**src/rtl/reg_writeback_queue.sv**
```systemverilog
// reg_writeback_queue
//   Writer side of the scalar register file write port. Results from the
//   execute and memory producers are accepted over valid/ready handshakes,
//   buffered in order in a small FIFO, and retired at most one per cycle
//   into a registered write port. Also reports whether a register named by
//   either decoder read select still has a write queued or on the port.
//
//   Handshake: a transfer happens on a rising edge where valid && ready.
//   The producer holds valid/reg/data stable until that edge. Ready depends
//   only on registered state (plus exValid for the memory side, since
//   execute has fixed priority).
//
// Ports
//   clk, reset            rising-edge clock, async active-high reset
//   exValid/exReady       execute handshake, exReg/exData payload
//   memValid/memReady     memory handshake, memReg/memData payload
//   wbStall               hold retirement this cycle
//   regWrEn/regToWrite/dataIn  registered register-file write port
//   rSel1/rSel2 -> busy1/busy2 pending-write status for the read selects
//   occupancy             current number of queued entries
module reg_writeback_queue #(
   parameter int regSize     = 128,
   parameter int regQuantity = 16,
   parameter int selBits     = 4,
   parameter int depth       = 4
) (
   input  logic                         clk,
   input  logic                         reset,
   input  logic                         exValid,
   output logic                         exReady,
   input  logic [selBits-1:0]           exReg,
   input  logic [regSize-1:0]           exData,
   input  logic                         memValid,
   output logic                         memReady,
   input  logic [selBits-1:0]           memReg,
   input  logic [regSize-1:0]           memData,
   input  logic                         wbStall,
   output logic                         regWrEn,
   output logic [selBits-1:0]           regToWrite,
   output logic [regSize-1:0]           dataIn,
   input  logic [selBits-1:0]           rSel1,
   input  logic [selBits-1:0]           rSel2,
   output logic                         busy1,
   output logic                         busy2,
   output logic [$clog2(depth):0]       occupancy
);

   localparam int ptr_bits = $clog2(depth);
   localparam logic [ptr_bits:0] full_count = (ptr_bits + 1)'(depth);

   logic [selBits-1:0]  reg_mem  [depth];
   logic [regSize-1:0]  data_mem [depth];
   logic [ptr_bits-1:0] rd_ptr;
   logic [ptr_bits-1:0] wr_ptr;
   logic [ptr_bits:0]   count;

   logic                push;
   logic                pop;
   logic [selBits-1:0]  push_reg;
   logic [regSize-1:0]  push_data;

   assign exReady  = (count < full_count);
   assign memReady = (count < full_count) && !exValid;

   assign push      = (exValid && exReady) || (memValid && memReady);
   assign push_reg  = exValid ? exReg  : memReg;
   assign push_data = exValid ? exData : memData;

   // Pop decision uses the count before this edge's push, so an entry
   // pushed into an empty queue is never popped on the same edge.
   assign pop = (count != '0) && !wbStall;

   assign occupancy = count;

   // Storage needs no reset: only entries inside [rd_ptr, rd_ptr+count)
   // are ever observed.
   always_ff @(posedge clk) begin
      if (push) begin
         reg_mem[wr_ptr]  <= push_reg;
         data_mem[wr_ptr] <= push_data;
      end
   end

   always_ff @(posedge clk or posedge reset) begin
      if (reset) begin
         rd_ptr     <= '0;
         wr_ptr     <= '0;
         count      <= '0;
         regWrEn    <= 1'b0;
         regToWrite <= '0;
         dataIn     <= '0;
      end else begin
         if (push) begin
            wr_ptr <= wr_ptr + 1'b1;
         end
         if (pop) begin
            rd_ptr     <= rd_ptr + 1'b1;
            regWrEn    <= 1'b1;
            regToWrite <= reg_mem[rd_ptr];
            dataIn     <= data_mem[rd_ptr];
         end else begin
            regWrEn <= 1'b0;
         end
         if (push && !pop) begin
            count <= count + 1'b1;
         end else if (!push && pop) begin
            count <= count - 1'b1;
         end
      end
   end

   // A register is busy if any live FIFO entry targets it, or if it is
   // being written on the port this cycle.
   logic [ptr_bits-1:0] scan_idx;

   always_comb begin
      busy1    = regWrEn && (regToWrite == rSel1);
      busy2    = regWrEn && (regToWrite == rSel2);
      scan_idx = '0;
      for (int i = 0; i < depth; i++) begin
         scan_idx = rd_ptr + ptr_bits'(i);
         if ((ptr_bits + 1)'(i) < count) begin
            if (reg_mem[scan_idx] == rSel1) busy1 = 1'b1;
            if (reg_mem[scan_idx] == rSel2) busy2 = 1'b1;
         end
      end
   end

endmodule
```
**config.mk**
```make
export PLATFORM = sky130hd
export DESIGN_NAME = reg_writeback_queue
export DESIGN_NICKNAME = d
export VERILOG_FILES = /design/src/rtl/reg_writeback_queue.sv
export SDC_FILE = /design/constraint.sdc
export NUM_CORES = 1
export LEC_CHECK = 0
export BUFFER_PORTS_ARGS = -buffer_cell sky130_fd_sc_hd__buf_2
export CAP_MARGIN = 10
export CORE_UTILIZATION = 55
export DETAILED_ROUTE_END_ITERATION = 8
export PLACE_DENSITY = 0.74
export SETUP_SLACK_MARGIN = 0.15
export SYNTH_ARGS = -nofsm -noshare
export SYNTH_HDL_FRONTEND = slang
export SYNTH_SLANG_ARGS = --single-unit
```
**constraint.sdc**
```tcl
create_clock -name clk -period 5.6 [get_ports clk]
set_clock_uncertainty 0.05 [all_clocks]
set_input_delay 0 -clock clk [delete_from_list [all_inputs] [get_ports clk]]
set_output_delay 0 -clock clk [all_outputs]
set_load 0.01 [all_outputs]
```
==> metrics.cfg, run 1 <==
[power_and_ir_drop]
power.total_uw=16970
ir_drop_v=0.0003572
p_int_uw=11820
p_leak_uw=0.01358
power.switching_uw=5155
power.share.combinational_pct=28.5
sequential_share_of_power_pct=43.9
clock_power_share_pct=27.6
power.switching_fraction_pct=30.37
power_density_mw_per_mm2=492.9

[synthesis]
synth-warning-count=0
synth.ff_latch_count=668
synthesis.area_per_instance_sq_um=17.30
synth_largest_area_cell=sky130_fd_sc_hd__edfxtp_1
synthCells=1546
mappedNetlistNets=1832
synth_area_sq_mm=0.02674
netlist-cell-type-count=31
synthTopCellsByArea=sky130_fd_sc_hd__edfxtp_1, sky130_fd_sc_hd__dfrtp_1, sky130_fd_sc_hd__mux4_2
synth_seq_area_share_pct=72.40
synth_top_area_share_pct=59.30

[global_route]
grt_overflow_total=0
first_global_vias=17040
grt_start_max_net_pins=86
grtUsageTotal_pct=25.44
antenna_found_initial=0
grt_pass1_wl_mm=95.06

[placement]
post-dp-hpwl_mm=33.81
dpl_worst_slack_ns=2.675
port_buffers=416
place_congestion=0.8874

[timing]
postLayoutSetupSlackWorst_ns=2.091
timing.final.setup_violations=0
period_needed_ns=3.509
maxSlewViolCount=0
worstMarginPinSlew_ns=1.128
finalSetupTns_ns=0
maxClockFrequency_ghz=0.2850
hold_viol_final=0
unrepaired_setup_endpoints_after_global_routing=no
max-slew-margin-rel_pct=24.78
timing.final.crit_share_pct=62.65

[worst_setup_path]
criticalPathCategory=register to output port
worst-endpoint-required_ns=5.55
cp_max_fo=75
critical_path_arrival_ns=3.46
worst_setup_path_end_kind=output port
startpoint_kind_of_the_worst_setup_timing_path=register

[floorplan]
die-area_sq_mm=0.04950
start_util_pct=55.88
die_y_um=222.5
io-pin-count=417
rows=80
design.core.area_sq_mm=0.04785
chipWidth_um=222.5

[drt]
route.detailed.vias_per_inst=5.485
wire_per_inst_um=21.21
dr.pass1.iters=5
drt_iter0_markers=1213
route.final.wire_length_mm=61.50
drcViolationCount=0
antenna_violating_nets_post_route=0
total_number_of_vias=15910

[cts]
cts-htree-levels=3
cts_buffers=68
cts_hold_buf=266
clkSlewWorstSetupHoldPaths_ns=0.06
post-cts-setup-buffers=0
clkLatencyLatePin_ns=0.59
clock_tree.buffer_depth=3
cts_root_buffer=sky130_fd_sc_hd__clkbuf_16
clock_sinks=668
post_cts_resized=0
tritoncts=built

[layout]
final.fill_count=2954
fraction_of_final_layout_cells_with_drive_strength_greater_than_1_pct=35.89
finish.net_count=2515
layout.core_utilization_pct=71.98
antenna_cells=0
area_growth_syn_to_layout_pct=28.81

[run_status]
run_status=finished, final reports clean

[hold_path]
holdCritPathClass=input port to register

[flow_run]
timing.max_cap.violations=0

-- cells in the mapped netlist --
library cell / n
sky130_fd_sc_hd__and3_1: 1
sky130_fd_sc_hd__mux2i_1: 17
sky130_fd_sc_hd__mux2_1: 2
sky130_fd_sc_hd__xnor2_1: 13
sky130_fd_sc_hd__o41ai_1: 1
sky130_fd_sc_hd__nand4_1: 3
sky130_fd_sc_hd__nor3_1: 4
sky130_fd_sc_hd__inv_2: 1
sky130_fd_sc_hd__buf_6: 1
sky130_fd_sc_hd__edfxtp_1: 528
sky130_fd_sc_hd__and2_1: 4
sky130_fd_sc_hd__o22ai_1: 2
sky130_fd_sc_hd__o21ai_0: 5
sky130_fd_sc_hd__a21o_1: 1
sky130_fd_sc_hd__nand3_1: 5
sky130_fd_sc_hd__nand2_1: 397
sky130_fd_sc_hd__xor2_1: 35
sky130_fd_sc_hd__buf_4: 2
sky130_fd_sc_hd__ha_1: 9
sky130_fd_sc_hd__nand2b_1: 1
sky130_fd_sc_hd__mux2_2: 145
sky130_fd_sc_hd__buf_1: 8
sky130_fd_sc_hd__nor2_1: 8
sky130_fd_sc_hd__inv_1: 6
sky130_fd_sc_hd__a311o_1: 1
sky130_fd_sc_hd__mux4_2: 130
sky130_fd_sc_hd__buf_2: 26
sky130_fd_sc_hd__o211ai_1: 1
sky130_fd_sc_hd__dfrtp_1: 140
sky130_fd_sc_hd__clkbuf_1: 48
sky130_fd_sc_hd__or4_1: 1
-- sequential cells by signal, indices dropped and copies added, names as in the netlist --
signal,cells
data_mem,512
dataIn,128
reg_mem,16
regToWrite,4
occupancy,3
rd_ptr,2
wr_ptr,2
regWrEn,1
-- worst max-delay path: stages (launching register included) --
cell	delay, ns
sky130_fd_sc_hd__dfrtp_4	1.17
sky130_fd_sc_hd__mux2_2	0.45
sky130_fd_sc_hd__mux2i_1	0.26
sky130_fd_sc_hd__xor2_1	0.10
sky130_fd_sc_hd__nand3_1	0.10
sky130_fd_sc_hd__nor3_1	0.05
sky130_fd_sc_hd__or4_1	0.55
sky130_fd_sc_hd__buf_2	0.16
-- final timing paths --
kind / from / endpoint / slack (ns) / depth (start not counted)
setup / recovery: rd_ptr[1] / busy2 / 2.09 / 7
hold / removal: exValid / wr_ptr[0] / 0.05 / 4
setup reg to reg: occupancy[0] / dataIn[90] / 2.70 / 7
hold reg to reg: dataIn[80] / dataIn[80] / 0.42 / 2
max in group asynchronous: reset / rd_ptr[0] / 3.84 / 4
min in group asynchronous: reset / dataIn[109] / 0.11 / 3
-- cell families (layout without fill, tap and decap cells) --
group	Yosys count	count (layout)	share of synthesized area (%)
flip-flops	668	668	72.40
multiplexers	294	294	17.78
AO/OA/AOI/OAI	11	11	0.2667
buffers and inverters	92	831	1.469
XOR/XNOR	48	48	1.572
AND/OR/NAND/NOR	424	424	6.093
adder cells (fa/ha/maj)	9	9	0.4212
-- through the flow --
step | hold WS [ns] | instances | cell area [sq um]
6_report | 0.04805 | 2900 | 34440
5_1_grt | 0.05211 | 2900 | 34440
4_1_cts | 0.009210 | 2900 | 34440
3_5_place_dp | 0.1875 | 2508 | 29430
3_3_place_gp | 0.1997 | 2508 | 29430
2_1_floorplan | 0.2065 | 1546 | 26740
-- power by group through the flow --
stage               sequential, uW  clock (uW)  combinational [uW]
detailed placement            7520           0                4690
floorplan                     7560           0                3040
finish                        7450        4690                4830
global route                  7570        4960                5260
CTS                           7450        4780                4900
global placement              7460           0                4630
-- per-layer routing --
layer	track usage [%]	share of wire, %	vias to the layer above
li1	-	-	7142
met1	33.33	41	8054
met2	42.58	50	580
met3	5.104	6.1	131
met4	9.121	3.3	0
met5	0	0	-
-- layout by cell type, fill, tap and decap left out, drive strengths merged, types with 2 or more instances in the layout --
cell | synthesis | routed
xor2 | 35 | 35
nor2 | 8 | 8
buf | 37 | 432
inv | 7 | 11
nand4 | 3 | 3
mux2 | 147 | 147
mux4 | 130 | 130
dfrtp | 140 | 140
ha | 9 | 9
and2 | 4 | 4
clkbuf | 48 | 101
o22ai | 2 | 2
clkinv | 0 | 13
o21ai | 5 | 5
mux2i | 17 | 17
bufinv | 0 | 8
dlygate4sd3 | 0 | 266
xnor2 | 13 | 13
edfxtp | 528 | 528
nand2 | 397 | 397
nor3 | 4 | 4
nand3 | 5 | 5
-- area by class of cell --
cell class / count / area [sq um] / area share (%)
Clock buffer: 101 / 1999 / 5.805
Clock inverter: 25 / 347.8 / 1.010
Inverter: 7 / 33.78 / 0.09809
Multi-Input combinational cell: 786 / 7004 / 20.34
Sequential cell: 668 / 19370 / 56.23
Tap cell: 615 / 769.5 / 2.234
Timing Repair Buffer: 698 / 4921 / 14.29
(Power assumes the default switching activity.)
==> run 2: changes to the inputs <==
==> constraint.sdc (replaced) <==
create_clock -name clk -period 3.5 [get_ports clk]
set_clock_uncertainty 0.05 [all_clocks]
set_input_delay 0 -clock clk [delete_from_list [all_inputs] [get_ports clk]]
set_output_delay 0 -clock clk [all_outputs]
set_load 0.01 [all_outputs]
==> run 2 against run 1 <==
Non-clock buffer count rose by 10; via count is 1.2% higher; critical endpoint unchanged; critical path depth did not move; clock-buffer cell count is the same; cell count up 0.17%; register-to-register slack got worse by 1.7 ns; flip-flop and latch count is the same; critical path type unchanged.
==> metrics.cfg, run 2 (synthesized netlist as in run 1, its figures left out) <==
[power_and_ir_drop]
p_int_uw=18580  ; +57%
power_density_mw_per_mm2=776.9  ; +58%
power.total_uw=26740  ; +58%
p_leak_uw=0.01356  ; -0.20%
ir_drop_v=0.0007066  ; +98%
power.switching_fraction_pct=30.53  ; +0.16 points
clock_power_share_pct=26.3  ; -1.3 points
power.switching_uw=8162  ; +58%
sequential_share_of_power_pct=44.2  ; +0.3 points
power.share.combinational_pct=29.5  ; +1.0 points

[worst_setup_path]
startpoint_kind_of_the_worst_setup_timing_path=register
critical_path_cell_sequence=mux2_2 > mux2i_1 > xor2_1 > nand3_1 > nor3_1 > or4_1 > buf_2
path_delay_family=flip-flops
crit_buf_inv=1  ; unchanged
critical_path_arrival_ns=3.06  ; -0.40 ns
worst-endpoint-required_ns=3.45  ; -2.10 ns
cp_max_fo=37  ; -51%
criticalPathCategory=register to output port
cell_type_of_the_slowest_stage_on_the_worst_timing_path=sky130_fd_sc_hd__dfrtp_4
max_stage_delay_ns=0.79  ; -0.38 ns
worst_setup_path_end_kind=output port

[layout]
final.fill_count=2923  ; -1.0%
layout_common_cells=sky130_fd_sc_hd__edfxtp_1, sky130_fd_sc_hd__buf_2, sky130_fd_sc_hd__nand2_1, sky130_fd_sc_hd__dlygate4sd3_1, sky130_fd_sc_hd__mux2_2
multi_input_area_sq_mm=0.007004  ; unchanged
fraction_of_final_layout_cells_with_drive_strength_greater_than_1_pct=35.69  ; -0.19 points
finish.net_count=2525  ; +0.40%
largest_register_ffs=512  ; unchanged
area_growth_syn_to_layout_pct=28.72  ; about the same
layout.core_utilization_pct=71.93  ; about the same
sequential_cell_area_sq_mm=0.01937  ; unchanged
stdcell_count=2905  ; +0.17%
layout.cells.most_common=sky130_fd_sc_hd__edfxtp_1
reg_top3=data_mem x512, dataIn x128, reg_mem x16
registers.top_by_ff_count=data_mem

[timing]
period_needed_ns=3.113
postLayoutSetupSlackWorst_ns=0.3869  ; -1.704 ns
hold_viol_final=0  ; unchanged
timing.final.crit_share_pct=88.95
finalSetupTns_ns=0  ; unchanged
maxSlewViolCount=0  ; unchanged
max-slew-margin-rel_pct=38.43  ; +14 points
worstMarginPinSlew_ns=0.9236  ; -0.2047 ns
timing.final.setup_violations=0  ; unchanged
maxClockFrequency_ghz=0.3212
unrepaired_setup_endpoints_after_global_routing=no

[cts]
cts_root_buffer=sky130_fd_sc_hd__clkbuf_16
cts_buffers=68  ; unchanged
clock_tree.buffer_depth=3  ; unchanged
clock_sinks=668  ; unchanged
cts-htree-levels=3  ; unchanged
clkLatencyLatePin_ns=0.58  ; about the same
tritoncts=built
post-cts-setup-buffers=0  ; unchanged
clkSlewWorstSetupHoldPaths_ns=0.06  ; about the same

[floorplan]
io-pin-count=417  ; unchanged
start_util_pct=55.88  ; unchanged
die_y_um=222.5  ; unchanged
chipWidth_um=222.5  ; unchanged
die-area_sq_mm=0.04950  ; unchanged
design.core.area_sq_mm=0.04785  ; unchanged
rows=80  ; unchanged

[drt]
drt_iter0_markers=1156  ; -4.7%
wire_per_inst_um=21.45  ; +1.1%
total_number_of_vias=16100  ; +1.2%
route.detailed.vias_per_inst=5.541  ; +1.0%
drcViolationCount=0  ; unchanged
route.final.wire_length_mm=62.31  ; +1.3%
antenna_violating_nets_post_route=0  ; unchanged
dr.pass1.iters=5  ; unchanged

[flow_run]
timing.max_cap.violations=0  ; unchanged

[global_route]
grt_overflow_total=0  ; unchanged
antenna_found_initial=2  ; +2
grtUsageTotal_pct=25.71  ; +0.27 points
grt_pass1_wl_mm=96.23  ; +1.2%
grt_start_max_net_pins=126  ; +47%
first_global_vias=17320  ; +1.7%

[placement]
placed_cells=2516  ; +0.32%
dpl_worst_slack_ns=0.9691  ; -1.706 ns
port_buffers=416  ; unchanged
place_congestion=0.8265  ; -6.9%
post-dp-hpwl_mm=33.72  ; -0.25%

[run_status]
run_status=finished, final reports clean

[hold_path]
holdCritPathClass=input port to async pin

## run 2: repair_timing
action	CTS	global route
gates resized for setup	0	0
endpoints found under the setup margin	0	0
endpoints found under the hold margin	679	0
hold buffers	268	0
## run 2: worst register-to-register path: cells and delay by family, from the launching register on
kind,cells,cell delay (ns)
buf+inv,1,0.52
flops,1,0.50
simple gates,2,0.92
## run 2: final cells by class
type                            count  area share [%]
Sequential cell                   668           56.27
Tap cell                          615           2.236
Clock inverter                     19          0.6580
Timing Repair Buffer              708           14.79
Inverter                            7         0.09452
Multi-Input combinational cell    786           20.35
Antenna cell                        1        0.007271
Clock buffer                      101           5.599
## run 2: stage by stage
stage | hold WS (ns) | instance area, sq um
after floorplan | 0.2065 | 26750
after global placement | 0.1135 | 29580
after detailed placement | 0.1199 | 29580
after CTS | 0.03826 | 34410
after global routing | 0.07014 | 34420
final | 0.03757 | 34420
## run 2: worst paths after layout
check                           cells after the start         endpoint         start  slack, ns
worst max-delay path                                7            busy2     rd_ptr[1]       0.39
worst min-delay path                                4       dataIn[28]         reset       0.04
worst max register to register                      3  data_mem[0][72]  occupancy[2]       1.05
worst min register to register                      2      dataIn[111]   dataIn[111]       0.42
max in group asynchronous                           4        rd_ptr[0]         reset       2.85
min in group clk                                    3  data_mem[3][29]   memData[29]       0.29
## run 2: power by group through the flow
stage	clock network, uW	registers, uW	logic (uW)
2_1_floorplan	0	12000	4870
3_3_place_gp	0	11900	7550
3_5_place_dp	0	12000	7660
4_1_cts	7140	11800	7980
5_1_grt	7410	12000	8570
6_report	7040	11800	7880
## run 2: per-layer routing
layer | vias up | wire (um) | track usage (%)
met4 | 2 | 2166 | 9.522
met1 | 8195 | 25100 | 33.38
met5 | - | 10 | 0
met3 | 150 | 3384 | 4.351
met2 | 592 | 31640 | 43.85
li1 | 7158 | - | -
